### config.mk
export PLATFORM = sky130hd
export DESIGN_NAME = l2_port_arbiter
export DESIGN_NICKNAME = d
export VERILOG_FILES = /design/src/rtl/l2_port_arbiter_pkg.sv /design/src/rtl/l2_port_arbiter.sv
export SDC_FILE = /design/constraint.sdc
export NUM_CORES = 1
export LEC_CHECK = 0
export ABC_AREA = 0
export CAP_MARGIN = 10
export CORE_AREA = 10 10 263 265
export DETAILED_ROUTE_END_ITERATION = 6
export DIE_AREA = 0 0 273 275
export PLACE_DENSITY = 0.3
export REMOVE_ABC_BUFFERS = 1
export SYNTH_ARGS = -nofsm -noshare
export SYNTH_HDL_FRONTEND = slang
export SYNTH_SLANG_ARGS = --single-unit
### constraint.sdc
create_clock -name clk -period 3.35 [get_ports clk]
set_input_delay 0.67 -clock clk [delete_from_list [all_inputs] [get_ports clk]]
set_output_delay 0.67 -clock clk [all_outputs]
set_load 0.01 [all_outputs]
### src/rtl/l2_port_arbiter_pkg.sv
// Shared LC-3b memory types plus the L2 port arbiter state encoding.
package lc3b_types;

  typedef logic [15:0]  lc3b_word;
  typedef logic [127:0] lc3b_cache_line;

  typedef enum logic [1:0] {
    IDLE    = 2'd0,
    SERVE_I = 2'd1,
    SERVE_D = 2'd2
  } l2arb_state_t;

  localparam int L2ARB_STARVE_W = 4;

endpackage

### src/rtl/l2_port_arbiter.sv
// Arbitrates the single L2 port between icache (read-only) and dcache (read/write).
// ARB_ROUND_ROBIN_EN swaps fixed dcache priority + starvation limit for alternating grants.
//
// state   | meaning
// IDLE    | no owner; arbitrate between pending requests
// SERVE_I | icache owns the L2 port until l2arb_mem_resp
// SERVE_D | dcache owns the L2 port until l2arb_mem_resp
module l2_port_arbiter
  import lc3b_types::*;
#(
  parameter int unsigned STARVE_LIMIT = 4
) (
  input  logic           clk,
  input  logic           rst,

  input  lc3b_word       i_arb_mem_address,
  input  logic           i_arb_mem_read,
  output lc3b_cache_line i_arb_mem_rdata,
  output logic           i_arb_mem_resp,

  input  lc3b_word       d_arb_mem_address,
  input  logic           d_arb_mem_read,
  input  logic           d_arb_mem_write,
  input  lc3b_cache_line d_arb_mem_wdata,
  output lc3b_cache_line d_arb_mem_rdata,
  output logic           d_arb_mem_resp,

  output lc3b_word       l2arb_mem_address,
  output logic           l2arb_mem_read,
  output logic           l2arb_mem_write,
  output lc3b_cache_line l2arb_mem_wdata,
  input  lc3b_cache_line l2arb_mem_rdata,
  input  logic           l2arb_mem_resp
);

  l2arb_state_t state_q, state_d;
  logic         i_req, d_req, grant_i;

  assign i_req = i_arb_mem_read;
  assign d_req = d_arb_mem_read | d_arb_mem_write;

`ifdef ARB_ROUND_ROBIN_EN
  // last_grant: 0 = icache, 1 = dcache; on contention the other side wins.
  logic last_grant_q, last_grant_d;

  assign grant_i = i_req & (~d_req | last_grant_q);

  always_comb begin
    last_grant_d = last_grant_q;
    if (state_q == IDLE && (i_req || d_req)) begin
      last_grant_d = ~grant_i;
    end
  end

  always_ff @(posedge clk) begin
    if (rst) begin
      last_grant_q <= 1'b0;
    end else begin
      last_grant_q <= last_grant_d;
    end
  end
`else
  localparam logic [L2ARB_STARVE_W-1:0] LIMIT = L2ARB_STARVE_W'(STARVE_LIMIT);

  logic [L2ARB_STARVE_W-1:0] starve_cnt_q, starve_cnt_d;

  assign grant_i = i_req & (~d_req | (starve_cnt_q >= LIMIT));

  // Counts dcache wins taken over a waiting icache request.
  always_comb begin
    starve_cnt_d = starve_cnt_q;
    if (state_q == IDLE) begin
      if (grant_i) begin
        starve_cnt_d = '0;
      end else if (d_req && i_req && (starve_cnt_q != '1)) begin
        starve_cnt_d = starve_cnt_q + 1'b1;
      end
    end
  end

  always_ff @(posedge clk) begin
    if (rst) begin
      starve_cnt_q <= '0;
    end else begin
      starve_cnt_q <= starve_cnt_d;
    end
  end
`endif

  always_ff @(posedge clk) begin
    if (rst) begin
      state_q <= IDLE;
    end else begin
      state_q <= state_d;
    end
  end

  always_comb begin
    state_d = state_q;
    unique case (state_q)
      IDLE: begin
        if (grant_i) begin
          state_d = SERVE_I;
        end else if (d_req) begin
          state_d = SERVE_D;
        end
      end
      SERVE_I, SERVE_D: begin
        if (l2arb_mem_resp) begin
          state_d = IDLE;
        end
      end
      default: state_d = IDLE;
    endcase
  end

  assign i_arb_mem_rdata = l2arb_mem_rdata;
  assign d_arb_mem_rdata = l2arb_mem_rdata;

  always_comb begin
    l2arb_mem_address = '0;
    l2arb_mem_read    = 1'b0;
    l2arb_mem_write   = 1'b0;
    l2arb_mem_wdata   = '0;
    i_arb_mem_resp    = 1'b0;
    d_arb_mem_resp    = 1'b0;
    unique case (state_q)
      SERVE_I: begin
        l2arb_mem_address = i_arb_mem_address;
        l2arb_mem_read    = 1'b1;
        i_arb_mem_resp    = l2arb_mem_resp;
      end
      SERVE_D: begin
        // A simultaneous read+write is illegal; the write is kept.
        l2arb_mem_address = d_arb_mem_address;
        l2arb_mem_read    = d_arb_mem_read & ~d_arb_mem_write;
        l2arb_mem_write   = d_arb_mem_write;
        l2arb_mem_wdata   = d_arb_mem_wdata;
        d_arb_mem_resp    = l2arb_mem_resp;
      end
      default: ;
    endcase
  end

  a_d_rw_exclusive: assert property (@(posedge clk) disable iff (rst)
    (state_q == SERVE_D) |-> !(d_arb_mem_read && d_arb_mem_write));

  a_i_req_held: assert property (@(posedge clk) disable iff (rst)
    (state_q == SERVE_I) |-> i_arb_mem_read);

  a_d_req_held: assert property (@(posedge clk) disable iff (rst)
    (state_q == SERVE_D) |-> (d_arb_mem_read || d_arb_mem_write));

endmodule

==> results.cfg <==
[place]
port_buffers = 313
dp_hpwl_um = 81000
place_congestion = 0.874

[detailed_routing]
dr.pass1.iters = 4
via_per_inst = 2.86
routedWlPerCell_um = 62.7
drcViolationCount = 0
drt_iter0_drc = 241
drtAntennaViolNets = 0
wirelength_um = 87100
num_vias = 3964

[die]
coreArea_mm2 = 0.0639
dieArea_mm2 = 0.0751
initial_utilization_pct = 5.32
ios = 698
die_height_um = 275
fp-row-count = 93
die_w_um = 273

[finish]
nets = 827
layout_common_cells = 313 x clkdlybuf4s50_1, 131 x and2_1, 16 x a22oi_1, 16 x nor2b_1
final_common_cell = clkdlybuf4s50_1
fin_util_pct = 9.05
area_growth_pct = 70.3
seq_area_um2 = 120
nFillCells = 7421
drive_above_1_share_pct = 3.04
multi_input_area_mm2 = 0.00128

[clock_network]
cts_root_buf = clkbuf_16
cts_made_buffers = 3
cts_max_level = 1
cts_resized = 0
cts.path.max_buffers = 2
clk_latency_ns = 0.23
clk_pin_slew_ns = 0.03
cts_tree = yes
clkSinkCount = 6

[pwr]
internal_power_mw = 0.841
vdd_ir_drop_max_mv = 0.102
power_frac_comb_pct = 81.7
p_sw_mw = 0.665
swShare_pct = 44.1
p_per_area_mw_per_mm2 = 260
p_seq_share_pct = 5.4
clkPwrFrac_pct = 12.9
p_leak_nw = 1.80

[grt]
grt_max_degree = 56
grt_pass1_wl_um = 97200
grt-ovfl-total = 0
grt_antenna_before_repair = 22
track_usage_pct = 22.1
grt_pass1_vias = 4016

[worst_hold_path]
hp-class = reg2reg

[sta]
worstMarginPinSlew_ns = 0.469
period_needed_ns = 3.19
drv_slew = 0
final_hold_viol_count = 0
maxSlewHeadroom_pct = 68.6
setup_viol = 0
clock_skew_ns = 0.00294
tns_ns = 0
rsz0062_at_grt = no
clock.fmax_mhz = 313
finalCritPeriodShare_pct = 95.2

[synth]
ys_types = 27
synth_top_cell_by_area = buf_4
yosysWarnings = 0
synth_top_cell_area_share_pct = 56.6
synth-seq-area-share_pct = 3.54
synth_enable_flop_cells = 0
ys.flop_type = dfxtp_1
ys_ff_latch = 6
syn_area_per_cell_um2 = 7.11
synthCells = 478
async_flop_share_pct = 0
syn_area_mm2 = 0.00340
synth_area_leaders = buf_4 57%, and2_1 24%, dfxtp_1 3.5%, a22oi_1 3.5%, nor2b_1 2.9%

[worst_setup_path]
cp_cell_sequence = inv_1, ha_1, buf_4, nor2b_1, clkdlybuf4s50_1
critPathBufInv = 3
end_kind = primary output
ff2ff_setup_slack_ns = 1.58
start_kind = flop
critPathMaxStageDelay_ns = 0.66
path_delay_family = buffers and inverters
cp_slowest_cell = clkdlybuf4s50_1
cp_max_fo = 10
worstPathArrival_ns = 2.52
critPathKind = reg2out
required_ns = 2.68

[run_status]
outcome = completed

[run]
drv_cap = 0
per-layer routing:
metal  GRT usage [%]  up-vias  routed length [um]
li1                -     1322                   -
met2            31.9      839               35200
met3            32.3       44               26600
met4           0.974       30                 320
met1            17.0     1729               24200
met5            8.66        -                 786
Yosys cell counts, types with 2 or more instances:
library cell	number
nor2b_1	16
dfxtp_1	6
a21oi_1	3
ha_1	5
and2_1	131
clkbuf_1	16
nor2_1	4
nand4_1	2
inv_1	2
buf_2	2
nand2_1	5
buf_4	256
a22oi_1	16
worst min-delay path, stage by stage (launching register included):
cell,delay (ns)
dfxtp_1,0.30
nand2_1,0.05
a21oi_1,0.05
cell families after synthesis:
kind of cell    count (synthesis)  synth area share, %
fa+ha+maj                       5                 1.84
mux                             1                0.331
simple gates                  165                 30.3
flops                           6                 3.54
compound gates                 23                 4.90
buf+inv                       278                 59.1
metrics by stage:
step                      cells  power, mW  area, um2  hold slack [ns]  setup slack [ns]
after floorplan             202      0.413       1400            0.430             0.424
after global placement     1377       1.33       5680            0.443             0.125
after detailed placement   1377       1.32       5680            0.455             0.200
after CTS                  1380       1.53       5750            0.459            0.0729
after global routing       1381       1.61       5770            0.491            0.0165
final                      1388       1.51       5780            0.459             0.160
what timing repair did:
action | CTS | global route
setup endpoints to repair | 0 | 1
setup buffers | 0 | 1
hold buffers | 0 | 0
power groups by stage:
stage          Clock [mW]  Combinational, mW  Sequential, mW
2_1_floorplan           0              0.332          0.0804
3_3_place_gp            0               1.25          0.0817
3_5_place_dp            0               1.24          0.0821
4_1_cts             0.196               1.25          0.0812
5_1_grt             0.202               1.33          0.0825
6_report            0.194               1.23          0.0814
sequential cells by signal, summed over array words and instances, names as in the netlist:
signal,flops
state_q,2
starve_cnt_q,4
cell type report:
cell class              instances  area share (%)
diodes                          7           0.303
multi-input cells             194            22.2
flip-flops and latches          6            2.08
clock buffers                   3            1.30
inverters                       2           0.130
repair buffers                321            55.5
well taps                     855            18.5
path summary, 6_finish.rpt:
path | end | start | cells past startpoint
hold / removal | starve_cnt_q[1]$_SDFFE_PP0P_ | starve_cnt_q[1]$_SDFFE_PP0P_ | 2
setup reg to reg | state_q[1]$_SDFFE_PP0P_ | state_q[1]$_SDFFE_PP0P_ | 5
setup / recovery | l2arb_mem_address[9] | state_q[1]$_SDFFE_PP0P_ | 5
hold reg to reg | starve_cnt_q[1]$_SDFFE_PP0P_ | starve_cnt_q[1]$_SDFFE_PP0P_ | 2
(Power assumes the default switching activity.)
